--- src/rtl/asip_pkg.sv ---
// Shared types and sizing for the vector ASIP pipeline stages.
package asip_pkg;

  localparam int DATA_SIZE = 8;
  localparam int LANES     = 4;
  localparam int ADDR_SIZE = 16;
  localparam int LANE_W    = DATA_SIZE;

  typedef enum logic [1:0] {IDLE, XFER, DRAIN, RESP} mem_state_t;

  typedef enum logic [1:0] {OP_ALU, OP_LOAD, OP_STORE} op_kind_t;

endpackage

--- src/rtl/mem_stage_if.sv ---
// EX/MEM bundle, byte-wide data-memory port and write-back bundle of the memory stage.
interface mem_stage_if
  import asip_pkg::*;
#(
  parameter int dataSize = LANE_W,
  parameter int lanes    = LANES,
  parameter int addrSize = ADDR_SIZE
);

  logic                      valid_in;
  logic                      mem_read;
  logic                      mem_write;
  logic                      vector_op;
  logic [3:0]                rd_in;
  logic [addrSize-1:0]       addr_in;
  logic [lanes*dataSize-1:0] alu_result;
  logic [lanes*dataSize-1:0] store_data;
  logic                      neg_in;
  logic                      zero_in;
  logic                      stall;

  logic [addrSize-1:0]       dmem_addr;
  logic [dataSize-1:0]       dmem_wdata;
  logic                      dmem_we;
  logic                      dmem_re;
  logic [dataSize-1:0]       dmem_rdata;

  logic                      wb_valid;
  logic                      wb_we;
  logic [3:0]                wb_rd;
  logic [lanes*dataSize-1:0] wb_data;
  logic                      wb_neg;
  logic                      wb_zero;

  modport slave (
    input  valid_in, mem_read, mem_write, vector_op, rd_in, addr_in,
           alu_result, store_data, neg_in, zero_in, dmem_rdata,
    output stall, dmem_addr, dmem_wdata, dmem_we, dmem_re,
           wb_valid, wb_we, wb_rd, wb_data, wb_neg, wb_zero
  );

  modport master (
    output valid_in, mem_read, mem_write, vector_op, rd_in, addr_in,
           alu_result, store_data, neg_in, zero_in, dmem_rdata,
    input  stall, dmem_addr, dmem_wdata, dmem_we, dmem_re,
           wb_valid, wb_we, wb_rd, wb_data, wb_neg, wb_zero
  );

endinterface

--- src/rtl/mem_stage.sv ---
// Memory stage: scalar/vector byte-serial loads and stores, registered write-back pulse.
// Latency ALU 1, store N+1, load N+2 cycles; stall holds upstream through XFER/DRAIN.
module mem_stage
  import asip_pkg::*;
#(
  parameter int dataSize = LANE_W,
  parameter int lanes    = LANES,
  parameter int addrSize = ADDR_SIZE
) (
  input logic        clk,
  input logic        reset,
  mem_stage_if.slave mif
);

  localparam int CNT_W = $clog2(lanes) + 1;
  localparam int VEC_W = lanes * dataSize;
  localparam logic [CNT_W-1:0]    ONE      = CNT_W'(1);
  localparam logic [CNT_W-1:0]    N_VEC    = CNT_W'(lanes);
  localparam logic [addrSize-1:0] ADDR_ONE = addrSize'(1);

  mem_state_t          state, state_nx;
  op_kind_t            op, op_nx;
  logic [CNT_W-1:0]    beat, beat_nx;
  logic [CNT_W-1:0]    n_beats, n_beats_nx;
  logic [3:0]          rd_q, rd_nx;
  logic [VEC_W-1:0]    st_buf, st_nx;
  logic [VEC_W-1:0]    ld_buf, ld_nx;
  logic                rd_pend;
  logic [CNT_W-1:0]    cap_idx;

  logic [addrSize-1:0] addr_q, addr_nx;
  logic [dataSize-1:0] wdata_q, wdata_nx;
  logic                we_q, we_nx;
  logic                re_q, re_nx;
  logic                wb_valid_q, wb_valid_nx;
  logic                wb_we_q, wb_we_nx;
  logic [3:0]          wb_rd_q, wb_rd_nx;
  logic [VEC_W-1:0]    wb_data_q, wb_data_nx;
  logic                wb_neg_q, wb_neg_nx;
  logic                wb_zero_q, wb_zero_nx;

  always_ff @(posedge clk) begin
    if (reset) begin
      state      <= IDLE;
      op         <= OP_ALU;
      beat       <= '0;
      n_beats    <= '0;
      rd_q       <= '0;
      st_buf     <= '0;
      ld_buf     <= '0;
      rd_pend    <= 1'b0;
      cap_idx    <= '0;
      addr_q     <= '0;
      wdata_q    <= '0;
      we_q       <= 1'b0;
      re_q       <= 1'b0;
      wb_valid_q <= 1'b0;
      wb_we_q    <= 1'b0;
      wb_rd_q    <= '0;
      wb_data_q  <= '0;
      wb_neg_q   <= 1'b0;
      wb_zero_q  <= 1'b0;
    end else begin
      state      <= state_nx;
      op         <= op_nx;
      beat       <= beat_nx;
      n_beats    <= n_beats_nx;
      rd_q       <= rd_nx;
      st_buf     <= st_nx;
      ld_buf     <= ld_nx;
      // Read data returns one cycle after the strobe; remember which lane it belongs to.
      rd_pend    <= re_q;
      cap_idx    <= beat;
      addr_q     <= addr_nx;
      wdata_q    <= wdata_nx;
      we_q       <= we_nx;
      re_q       <= re_nx;
      wb_valid_q <= wb_valid_nx;
      wb_we_q    <= wb_we_nx;
      wb_rd_q    <= wb_rd_nx;
      wb_data_q  <= wb_data_nx;
      wb_neg_q   <= wb_neg_nx;
      wb_zero_q  <= wb_zero_nx;
    end
  end

  always_comb begin
    state_nx    = state;
    op_nx       = op;
    beat_nx     = beat;
    n_beats_nx  = n_beats;
    rd_nx       = rd_q;
    st_nx       = st_buf;
    ld_nx       = ld_buf;
    addr_nx     = addr_q;
    wdata_nx    = wdata_q;
    we_nx       = 1'b0;
    re_nx       = 1'b0;
    wb_valid_nx = 1'b0;
    wb_we_nx    = wb_we_q;
    wb_rd_nx    = wb_rd_q;
    wb_data_nx  = wb_data_q;
    wb_neg_nx   = wb_neg_q;
    wb_zero_nx  = wb_zero_q;

    if (rd_pend) begin
      ld_nx[int'(cap_idx)*dataSize +: dataSize] = mif.dmem_rdata;
    end

    case (state)
      XFER: begin
        if (beat == n_beats - ONE) begin
          if (op == OP_STORE) begin
            state_nx    = RESP;
            wb_valid_nx = 1'b1;
            wb_we_nx    = 1'b0;
            wb_rd_nx    = rd_q;
            wb_data_nx  = '0;
            wb_neg_nx   = 1'b0;
            wb_zero_nx  = 1'b0;
          end else begin
            state_nx = DRAIN;
          end
        end else begin
          beat_nx = beat + ONE;
          addr_nx = addr_q + ADDR_ONE;
          if (op == OP_STORE) begin
            we_nx    = 1'b1;
            wdata_nx = st_buf[int'(beat_nx)*dataSize +: dataSize];
          end else begin
            re_nx = 1'b1;
          end
        end
      end

      DRAIN: begin
        state_nx    = RESP;
        wb_valid_nx = 1'b1;
        wb_we_nx    = 1'b1;
        wb_rd_nx    = rd_q;
        wb_data_nx  = ld_nx;
        wb_neg_nx   = 1'b0;
        wb_zero_nx  = (ld_nx == '0);
      end

      // IDLE and RESP both accept a new bundle.
      default: begin
        state_nx = IDLE;
        if (mif.valid_in) begin
          rd_nx = mif.rd_in;
          if (mif.mem_write || mif.mem_read) begin
            op_nx      = mif.mem_write ? OP_STORE : OP_LOAD;
            n_beats_nx = mif.vector_op ? N_VEC : ONE;
            beat_nx    = '0;
            addr_nx    = mif.addr_in;
            st_nx      = mif.store_data;
            ld_nx      = '0;
            state_nx   = XFER;
            if (mif.mem_write) begin
              we_nx    = 1'b1;
              wdata_nx = mif.store_data[dataSize-1:0];
            end else begin
              re_nx = 1'b1;
            end
          end else begin
            op_nx       = OP_ALU;
            state_nx    = RESP;
            wb_valid_nx = 1'b1;
            wb_we_nx    = 1'b1;
            wb_rd_nx    = mif.rd_in;
            wb_data_nx  = mif.alu_result;
            wb_neg_nx   = mif.neg_in;
            wb_zero_nx  = mif.zero_in;
          end
        end
      end
    endcase
  end

  assign mif.stall      = (state == XFER) || (state == DRAIN);
  assign mif.dmem_addr  = addr_q;
  assign mif.dmem_wdata = wdata_q;
  assign mif.dmem_we    = we_q;
  assign mif.dmem_re    = re_q;
  assign mif.wb_valid   = wb_valid_q;
  assign mif.wb_we      = wb_we_q;
  assign mif.wb_rd      = wb_rd_q;
  assign mif.wb_data    = wb_data_q;
  assign mif.wb_neg     = wb_neg_q;
  assign mif.wb_zero    = wb_zero_q;

endmodule

--- src/flat_wrapper.sv ---
// flat-port wrapper written by rule: the top's interface ports become plain ports
module mem_stage_flat import asip_pkg::*;
#(
  parameter int dataSize = LANE_W,
  parameter int lanes    = LANES,
  parameter int addrSize = ADDR_SIZE
)
  (clk, reset, mif_valid_in, mif_mem_read, mif_mem_write, mif_vector_op, mif_rd_in, mif_addr_in, mif_alu_result, mif_store_data, mif_neg_in, mif_zero_in, mif_dmem_rdata, mif_stall, mif_dmem_addr, mif_dmem_wdata, mif_dmem_we, mif_dmem_re, mif_wb_valid, mif_wb_we, mif_wb_rd, mif_wb_data, mif_wb_neg, mif_wb_zero);
  mem_stage_if #(.dataSize(dataSize), .lanes(lanes), .addrSize(addrSize)) mif_i ();
  input logic clk;
  input logic reset;
  input wire logic [$bits(mif_i.valid_in)-1:0] mif_valid_in;
  input wire logic [$bits(mif_i.mem_read)-1:0] mif_mem_read;
  input wire logic [$bits(mif_i.mem_write)-1:0] mif_mem_write;
  input wire logic [$bits(mif_i.vector_op)-1:0] mif_vector_op;
  input wire logic [$bits(mif_i.rd_in)-1:0] mif_rd_in;
  input wire logic [$bits(mif_i.addr_in)-1:0] mif_addr_in;
  input wire logic [$bits(mif_i.alu_result)-1:0] mif_alu_result;
  input wire logic [$bits(mif_i.store_data)-1:0] mif_store_data;
  input wire logic [$bits(mif_i.neg_in)-1:0] mif_neg_in;
  input wire logic [$bits(mif_i.zero_in)-1:0] mif_zero_in;
  input wire logic [$bits(mif_i.dmem_rdata)-1:0] mif_dmem_rdata;
  output wire logic [$bits(mif_i.stall)-1:0] mif_stall;
  output wire logic [$bits(mif_i.dmem_addr)-1:0] mif_dmem_addr;
  output wire logic [$bits(mif_i.dmem_wdata)-1:0] mif_dmem_wdata;
  output wire logic [$bits(mif_i.dmem_we)-1:0] mif_dmem_we;
  output wire logic [$bits(mif_i.dmem_re)-1:0] mif_dmem_re;
  output wire logic [$bits(mif_i.wb_valid)-1:0] mif_wb_valid;
  output wire logic [$bits(mif_i.wb_we)-1:0] mif_wb_we;
  output wire logic [$bits(mif_i.wb_rd)-1:0] mif_wb_rd;
  output wire logic [$bits(mif_i.wb_data)-1:0] mif_wb_data;
  output wire logic [$bits(mif_i.wb_neg)-1:0] mif_wb_neg;
  output wire logic [$bits(mif_i.wb_zero)-1:0] mif_wb_zero;
  assign mif_i.valid_in = mif_valid_in;
  assign mif_i.mem_read = mif_mem_read;
  assign mif_i.mem_write = mif_mem_write;
  assign mif_i.vector_op = mif_vector_op;
  assign mif_i.rd_in = mif_rd_in;
  assign mif_i.addr_in = mif_addr_in;
  assign mif_i.alu_result = mif_alu_result;
  assign mif_i.store_data = mif_store_data;
  assign mif_i.neg_in = mif_neg_in;
  assign mif_i.zero_in = mif_zero_in;
  assign mif_i.dmem_rdata = mif_dmem_rdata;
  assign mif_stall = mif_i.stall;
  assign mif_dmem_addr = mif_i.dmem_addr;
  assign mif_dmem_wdata = mif_i.dmem_wdata;
  assign mif_dmem_we = mif_i.dmem_we;
  assign mif_dmem_re = mif_i.dmem_re;
  assign mif_wb_valid = mif_i.wb_valid;
  assign mif_wb_we = mif_i.wb_we;
  assign mif_wb_rd = mif_i.wb_rd;
  assign mif_wb_data = mif_i.wb_data;
  assign mif_wb_neg = mif_i.wb_neg;
  assign mif_wb_zero = mif_i.wb_zero;
  mem_stage #(.dataSize(dataSize), .lanes(lanes), .addrSize(addrSize)) u_core (.clk(clk), .reset(reset), .mif(mif_i));
endmodule
--- config.mk ---
export PLATFORM = sky130hd
export DESIGN_NAME = mem_stage_flat
export DESIGN_NICKNAME = d
export VERILOG_FILES = /design/src/rtl/asip_pkg.sv /design/src/rtl/mem_stage_if.sv /design/src/rtl/mem_stage.sv /design/src/flat_wrapper.sv
export SDC_FILE = /design/constraint.sdc
export NUM_CORES = 1
export LEC_CHECK = 0
export ABC_AREA = 1
export CORE_MARGIN = 2
export CORE_UTILIZATION = 42
export CTS_CLUSTER_SIZE = 14
export DETAILED_ROUTE_END_ITERATION = 10
export PLACE_DENSITY = 0.72
export SLEW_MARGIN = 5
export SYNTH_ARGS = -nofsm -noshare
export SYNTH_HDL_FRONTEND = slang
export SYNTH_SLANG_ARGS = --single-unit
export TNS_END_PERCENT = 5
--- constraint.sdc ---
create_clock -name clk -period 3 [get_ports clk]
set_input_delay 0.6 -clock clk [delete_from_list [all_inputs] [get_ports clk]]
set_output_delay 0.6 -clock clk [all_outputs]
set_load 0.005 [all_outputs]
# After elaboration in Yosys (flattened, before gate mapping)
# Cells that the tools add are included.
# totals
ff_bits	148
# op_classes
addsub	4
n_eq_ne	8
shifts	3
mux	64
bitwise_logic	2
n_reduce_logical	13
# op_table
op	count
$mux 32	8
$pmux 32 s2	1
$mux 16	3
$mux 8	5
$neg 6->33	1
$shift 8x33->32 const A	1
$shiftx 8x33->32	1
$bwmux 32	1
$logic_not 32->1	1
$pmux 16 s2	1
$shiftx 32x7->8	1
$mux 1	22
$add 16x1->16 const B	1
$mux 4	4
$pmux 8 s2	1
$mux 3	4
$pmux 1 s2	6
$mux 2	5
$pmux 4 s2	1
$reduce_and 4->1	2
$pmux 3 s2	1
$reduce_and 6->1	1
$reduce_bool 2->1	3
$eq 2x2->1 const B	2
other kinds (14)	17

# Logic depth before layout (Yosys ltp)
# Gate-level depths: netlist of the first run.
# depth
depth_word	7
depth_mapped	16
depth_no_buf	15

# Least setup slack after synthesis of the first run
# Ideal clock, no wire load.
# synth_path
path_kind	flip-flop to flip-flop
startpoint	register u_core.cap_idx[0]
endpoint	register u_core.wb_zero_q (netlist: u_core.mif.wb_zero)
t_arrival_ps	2003
required_ps	2934
setup_slack_ps	931
stages_incl_launch_ff	15
path_buffers	1
cell_sequence	dfxtp_1 inv_2 ha_1 ha_1 nand2_2 nor2_4 nand2_2 buf_6 nand2_1 o21ai_0 nor2_1 nand2_1 nor2_1 nand3_1 a21oi_2
# synth_between
elab_chain_len	6
elab_cells_between_ends	7
classes_between	add/sub: 1; shift: 2; mux: 3; reduce/logical: 1
# synth_lines
item	line_no	text
from (decl)	mem_stage.sv:29	logic [CNT_W-1:0] cap_idx;
from (signal assigned)	mem_stage.sv:73	cap_idx <= beat;
$neg 6->33 *	mem_stage.sv:107	ld_nx[int'(cap_idx)*dataSize +: dataSize] = mif.dmem_rdata;
$shiftx 8x33->32 or $shift 8x33->32 (tied branches)	mem_stage.sv:107	
$bwmux 32 *	mem_stage.sv:107	
$mux 32 *	mem_stage.sv:106	if (rd_pend) begin
$logic_not 32->1 *	mem_stage.sv:143	wb_zero_nx = (ld_nx == '0);
$pmux 1 s2 *	mem_stage.sv:110	case (state)
to (signal assigned)	mem_stage.sv:83	wb_zero_q <= wb_zero_nx;
to (decl)	mem_stage.sv:40	logic wb_zero_q, wb_zero_nx;
# Mark *: on every way between the ends. The rest lies on a longest branch, timed or not.
# A chain may end at the register's enable or synchronous reset.

# Worst setup path after layout of the first run
# layout_path
startpoint	register u_core.state[0]
endpoint	output port mif_stall
# layout_between
elab_chain_len	2
elab_cells_between_ends	3
classes_between	eq/ne: 2; reduce/logical: 1
# layout_lines
item	line_no	text
from (decl)	mem_stage.sv:21	mem_state_t state, state_nx;
from (signal assigned)	mem_stage.sv:64	state <= state_nx;
$eq 2x1->1 or $eq 2x2->1 (tied branches)	mem_stage.sv:180	assign mif.stall = (state == XFER) || (state == DRAIN);
$logic_or 1x1->1 *	mem_stage.sv:180	
to (decl)	flat_wrapper.sv:23	output wire logic [$bits(mif_i.stall)-1:0] mif_stall;
# Marked as above.

==> results of run 1 <==
## cells by family after synthesis
kind of cell / synth area share, %
simple gates: 26.6
fa+ha+maj: 1.10
buf+inv: 8.92
flops: 43.0
xor+xnor: 0.640
compound gates: 19.8
## area by class of cell
type / instances / area [um^2]
tap: 216 / 270
fill: 1525 / 6630
timing repair buffer: 182 / 1780
inverter: 89 / 334
multi-input combinational: 705 / 3290
sequential: 147 / 2940
clock inverter: 10 / 179
clock buffer: 22 / 464
## power by group through the flow
stage / sequential (mW) / combinational [mW] / clock (mW)
CTS: 2.81 / 3.23 / 2.37
detailed placement: 2.85 / 3.21 / 0
finish: 2.81 / 3.20 / 2.33
floorplan: 2.81 / 1.94 / 0
global placement: 2.84 / 3.17 / 0
global route: 2.88 / 3.60 / 2.44
## flip-flops by register name, summed over array words and instances, names as in the netlist, 2 cells and up
register and flops:
u_core.mif.dmem_addr 16, u_core.state 2, u_core.st_buf 32, u_core.mif.wb_data 32, u_core.ld_buf 32, u_core.rd_q 4
u_core.beat 3, u_core.cap_idx 3, u_core.op 2, u_core.n_beats 2, u_core.mif.wb_rd 4, u_core.mif.dmem_wdata 8
## worst max-delay path, stage by stage (launching register included)
cell and delay [ps]:
dfxtp_1 360, inv_1 50, ha_1 600, inv_1 200
clkdlybuf4s50_1 490
## final timing paths
| kind | endpoint | slack [ps] | depth (start not counted) |
|---|---|---|---|
| max | mif_stall | 270 | 4 |
| min | u_core.rd_pend$_SDFF_PP0_ | 440 | 2 |
| max reg2reg | u_core.mif.wb_zero$_SDFFE_PP0P_ | 510 | 13 |
| min reg2reg | u_core.rd_pend$_SDFF_PP0_ | 440 | 2 |
## per-layer routing
metal	wire, um	track usage [%]	up-vias
met5	0	0	-
met4	165	6.28	0
met3	1260	5.59	17
met2	9470	39.1	223
met1	8220	26.2	3112
li1	-	-	3528
## cell usage in the layout, fill, tap and decap left out, drive strengths merged, types with 16 or more instances in the layout
| cell type | count |
|---|---|
| nand2 | 191 |
| clkdlybuf4s50 | 166 |
| nor2 | 165 |
| o21ai | 153 |
| dfxtp | 147 |
| a21oi | 93 |
| inv | 89 |
| nand3 | 64 |
| clkbuf | 22 |
| buf | 16 |
==> impl_metrics.py, run 1 <==
metrics = {
    "power_and_ir_drop": {
        "power.share.sequential_pct": 33.7,
        "p_per_area_mw_per_mm2": 901,
        "p_sw_mw": 2.93,
        "p_int_mw": 5.41,
        "p_sw_share_pct": 35.1,
        "leakage_nw": 3.76,
        "clkPwrFrac_pct": 27.9,
        "power.total_mw": 8.34,
        "power_frac_comb_pct": 38.4,
        "peakVddDrop_uv": 460,
    },
    "die": {
        "core_mm2": 0.0159,
        "io_pins": 167,
        "dieWidth_um": 132,
        "start_util_pct": 43.1,
        "die-area_mm2": 0.0173,
        "rows": 46,
        "die_y_um": 132,
    },
    "route": {
        "vias": 6880,
        "first_pass_iters": 5,
        "postRouteAntennaNets": 0,
        "wire_per_inst_um": 13.9,
        "initialDrtViolationCount": 443,
        "wl_mm": 19.1,
        "drc": 0,
        "via_per_inst": 5.02,
    },
    "clock_tree": {
        "htreeDepth": 4,
        "clk_pin_slew_ps": 60,
        "cts_resized": 0,
        "cts_sinks": 147,
        "clock-root-buffer": "clkbuf_16",
        "cts_tree": "yes",
        "postCtsSetupBuffers": 0,
        "hold_buffers": 0,
        "numCtsBuffers": 17,
        "insertion_delay_ps": 430,
        "clockBufferDepth": 2,
    },
    "place": {
        "postPlaceCellArea_mm2": 0.00862,
        "dpl.cell_count": 1339,
        "dpl.hpwl_mm": 13.3,
        "pre_cts_ws_ps": 440,
        "port-buffer-count": 166,
        "globalplace.congestion": 0.854,
    },
    "logic_synthesis": {
        "synth-seq-area-share_pct": 43.0,
        "synthTopCellsByArea": "dfxtp_1 43%, o21ai_0 11%, nand2_1 10%",
        "synth_area_leader_cell": "dfxtp_1",
        "syn_avg_cell_area_um2": 6.89,
        "synth.distinct_cells": 37,
        "synth-edff-count": 0,
        "synth_ff_type": "dfxtp_1",
        "netlist_area_mm2": 0.00684,
        "async_flop_share_pct": 0,
        "syn_inst": 993,
        "yosys_warnings": 0,
        "syn-num-nets": 1099,
        "synth_seq_cells": 147,
        "yosysTopAreaCellShare_pct": 43.0,
        "synth.top_cells.by_count": "182 x nand2_1, 158 x nor2_1, 147 x dfxtp_1",
        "synth_most_common_cell": "nand2_1",
    },
    "global_route": {
        "groute.usage.overall_pct": 22.0,
        "grt_pass1_wl_mm": 31.1,
        "antenna_found_initial": 1,
        "grt_pass1_vias": 6520,
        "overflow": 0,
        "grt_max_degree": 42,
    },
    "final_layout": {
        "layout.nets": 1248,
        "fin_util_pct": 58.3,
        "layout.cells.non_filler": 1371,
        "layout-drive-gt1-share_pct": 6.41,
        "n_antenna_cell": 0,
        "syn2layout_area_growth_pct": 35.4,
        "final_area_mm2": 0.00926,
    },
    "sta": {
        "setup_tns_ps": 0,
        "max_freq_mhz": 367,
        "skew_ps": 9.49,
        "worst_pin_slew_ps": 721,
        "setup_viol": 0,
        "period_minus_slack_ps": 2730,
        "rsz0062_at_grt": "false",
        "setup_slack_ps": 273,
        "max_slew_margin_pct": 51.6,
        "fin_hold_ws_ps": 439,
        "slew_viol_final": 0,
        "fin_crit_sh_pct": 90.9,
        "hold_viol_final": 0,
    },
    "setup_path": {
        "crit_required_ps": 2400,
        "timing.rr.start": "u_core.cap_idx[0]$_SDFF_PP0_",
        "critical_path_class": "reg -> out",
        "cp_max_fo": 14,
        "setup.worst_path.start_class": "flop",
        "end_kind": "output pin",
        "crit_start": "u_core.state[0]$_SDFFE_PP0P_",
        "critPathArrivalTime_ps": 2130,
    },
    "outcome": {
        "status": "completed",
    },
    "job": {
        "max-cap-violations": 0,
    },
    "worst_hold_path": {
        "hold_start": "u_core.mif.dmem_re$_SDFF_PP0_",
        "hold_path.class": "reg -> reg",
    },
}
Note: power is estimated with default switching activity, not from simulation.
==> inputs of run 2 (changes only) <==
ABC_AREA = not set   (was 1)
DONT_BUFFER_PORTS = 1   (was not set)
PLACE_DENSITY = 0.58   (was 0.72)
==> run 2 against run 1 <==
Synthesized cell count fell by 22%. Largest power group is now registers. Non-clock buffer count fell by 171. Worst hold slack got worse by 200 ps. Total power fell by 12%. First-iteration DRC count fell by 30%. Cell count fell by 29%. Wire length fell by 8.1%. Clock skew rose by 5.4 ps. Global-route usage fell by 0.93 points. Via count fell by 20%. Utilization fell by 10 points. Critical path depth rose by 5.
==> impl_metrics.py, run 2 <==
metrics = {
    "sta": {
        "worst_pin_slew_ps": 1030,
        "setup_viol": 0,
        "fin_crit_sh_pct": 90.4,
        "hold_viol_final": 0,
        "period_minus_slack_ps": 2710,
        "rsz0062_at_grt": "false",
        "skew_ps": 14.9,
        "setup_tns_ps": 0,
        "max_freq_mhz": 369,
        "slew_viol_final": 0,
        "max_slew_margin_pct": 31.1,
    },
    "setup_path": {
        "crit_required_ps": 3340,
        "reg2regPathDepth": 9,
        "critPathArrivalTime_ps": 3050,
        "setup.worst_path.start_class": "flop",
        "end_kind": "flop",
        "cp_max_fo": 13,
        "critical_path_class": "reg -> reg",
    },
    "die": {
        "die_y_um": 130,
        "dieWidth_um": 130,
        "start_util_pct": 43.3,
        "core_mm2": 0.0153,
        "rows": 45,
        "die-area_mm2": 0.0168,
        "io_pins": 167,
    },
    "power_and_ir_drop": {
        "p_sw_share_pct": 36.2,
        "power_frac_comb_pct": 32.1,
        "leakage_nw": 2.79,
        "p_sw_mw": 2.66,
        "peakVddDrop_uv": 544,
        "p_int_mw": 4.70,
        "power.share.sequential_pct": 38.5,
        "p_per_area_mw_per_mm2": 1010,
        "clkPwrFrac_pct": 29.4,
    },
    "logic_synthesis": {
        "synth-edff-count": 0,
        "synth_most_common_cell": "dfxtp_1",
        "async_flop_share_pct": 0,
        "yosysTopAreaCellShare_pct": 44.4,
        "synth.top_cells.by_count": "147 x dfxtp_1, 129 x nand2_1, 86 x nor2_1",
        "yosys_warnings": 0,
        "synth-seq-area-share_pct": 44.4,
        "syn_avg_cell_area_um2": 8.54,
        "synthTopCellsByArea": "dfxtp_1 44%, nand2_1 7.3%, a21oi_1 5.7%",
        "synth_seq_cells": 147,
        "netlist_area_mm2": 0.00663,
        "syn_inst": 777,
        "synth_ff_type": "dfxtp_1",
        "syn-num-nets": 883,
        "synth.distinct_cells": 60,
        "synth_area_leader_cell": "dfxtp_1",
    },
    "clock_tree": {
        "cts_tree": "yes",
        "hold_buffers": 0,
        "cts_sinks": 147,
        "insertion_delay_ps": 420,
        "htreeDepth": 4,
        "postCtsSetupBuffers": 0,
        "numCtsBuffers": 17,
        "clockBufferDepth": 2,
        "cts_resized": 0,
        "clock-root-buffer": "clkbuf_16",
        "clk_pin_slew_ps": 60,
    },
    "route": {
        "initialDrtViolationCount": 311,
        "wire_per_inst_um": 18.1,
        "drc": 0,
        "wl_mm": 17.6,
        "postRouteAntennaNets": 0,
        "vias": 5492,
        "first_pass_iters": 4,
        "via_per_inst": 5.64,
    },
    "final_layout": {
        "final_area_mm2": 0.00732,
        "syn2layout_area_growth_pct": 10.4,
        "n_antenna_cell": 0,
        "layout-drive-gt1-share_pct": 9.06,
        "final_cell_mix": "147 x dfxtp_1, 129 x nand2_1, 85 x nor2_1, 76 x a21oi_1, 38 x mux2i_1",
        "layout.nets": 857,
        "layout_commonest_cell": "dfxtp_1",
    },
    "place": {
        "globalplace.congestion": 0.782,
        "dpl.hpwl_mm": 12.1,
        "postPlaceCellArea_mm2": 0.00672,
        "port-buffer-count": 0,
    },
    "outcome": {
        "status": "completed",
    },
    "global_route": {
        "antenna_found_initial": 0,
        "groute.usage.overall_pct": 21.1,
        "overflow": 0,
        "grt_max_degree": 116,
        "grt_pass1_vias": 5338,
        "grt_pass1_wl_mm": 27.6,
    },
    "job": {
        "max-cap-violations": 0,
    },
    "worst_hold_path": {
        "min_path_cells": 1,
        "hold_path.class": "in -> reg",
    },
}
[run 2: final cells by class]
class	count	area [um^2]
clock inverter	9	130
fill	1506	7990
timing repair buffer	11	95.1
inverter	9	33.8
clock buffer	21	470
multi-input combinational	565	3390
sequential	147	2940
tap	211	264
[run 2: cell families (layout without fill, tap and decap cells)]
| family | after synthesis | in the layout | share of synthesized area (%) |
|---|---|---|---|
| buffers and inverters | 65 | 50 | 4.70 |
| adder cells (fa/ha/maj) | 6 | 6 | 1.13 |
| multiplexers | 55 | 55 | 9.98 |
| flip-flops | 147 | 147 | 44.4 |
| AO/OA/AOI/OAI | 196 | 196 | 18.7 |
| XOR/XNOR | 2 | 2 | 0.264 |
| AND/OR/NAND/NOR | 306 | 306 | 20.8 |
[run 2: path summary, 6_finish.rpt]
kind / startpoint / to / slack (ps)
setup / recovery: u_core.cap_idx[0]$_SDFF_PP0_ / u_core.mif.wb_zero$_SDFFE_PP0P_ / 290
hold / removal: reset / u_core.mif.dmem_addr[0]$_SDFFE_PP0P_ / 240
setup reg to reg: u_core.cap_idx[0]$_SDFF_PP0_ / u_core.mif.wb_zero$_SDFFE_PP0P_ / 290
hold reg to reg: u_core.st_buf[29]$_SDFFE_PP0P_ / u_core.st_buf[29]$_SDFFE_PP0P_ / 450
[run 2: stage by stage]
stage | setup slack [ps] | instances | hold slack (ps) | utilization, % | total power [mW]
5_1_grt | 111 | 973 | 225 | 47.8 | 7.86
6_report | 287 | 973 | 238 | 47.8 | 7.36
2_1_floorplan | 467 | 777 | 432 | - | 4.74
3_3_place_gp | 413 | 943 | 434 | 43.9 | 5.20
3_5_place_dp | 319 | 943 | 437 | 43.9 | 5.26
4_1_cts | 311 | 973 | 231 | 47.8 | 7.45
[run 2: power by group through the flow]
stage / logic (mW) / clock network [mW] / registers (mW)
after global routing: 2.66 / 2.29 / 2.91
final: 2.36 / 2.17 / 2.84
after global placement: 2.33 / 0 / 2.87
after CTS: 2.39 / 2.21 / 2.85
after detailed placement: 2.38 / 0 / 2.89
after floorplan: 2.00 / 0 / 2.74
[run 2: critical path, stage by stage (launching register included)]
cell and delay, ps:
dfxtp_1 520, inv_1 130, ha_1 230, ha_1 330, and4b_1 230, or2b_2 410, o31a_2 360, a211oi_2 140
nand4_1 110, a31oi_1 180
[run 2: layer usage]
layer / wire length (um) / global-route usage (%) / part of all wire, %
met1: 7100 / 23.5 / 40
met2: 8910 / 37.1 / 51
met3: 1350 / 8.18 / 7.7
met4: 216 / 6.51 / 1.2
met5: 0 / 0 / 0
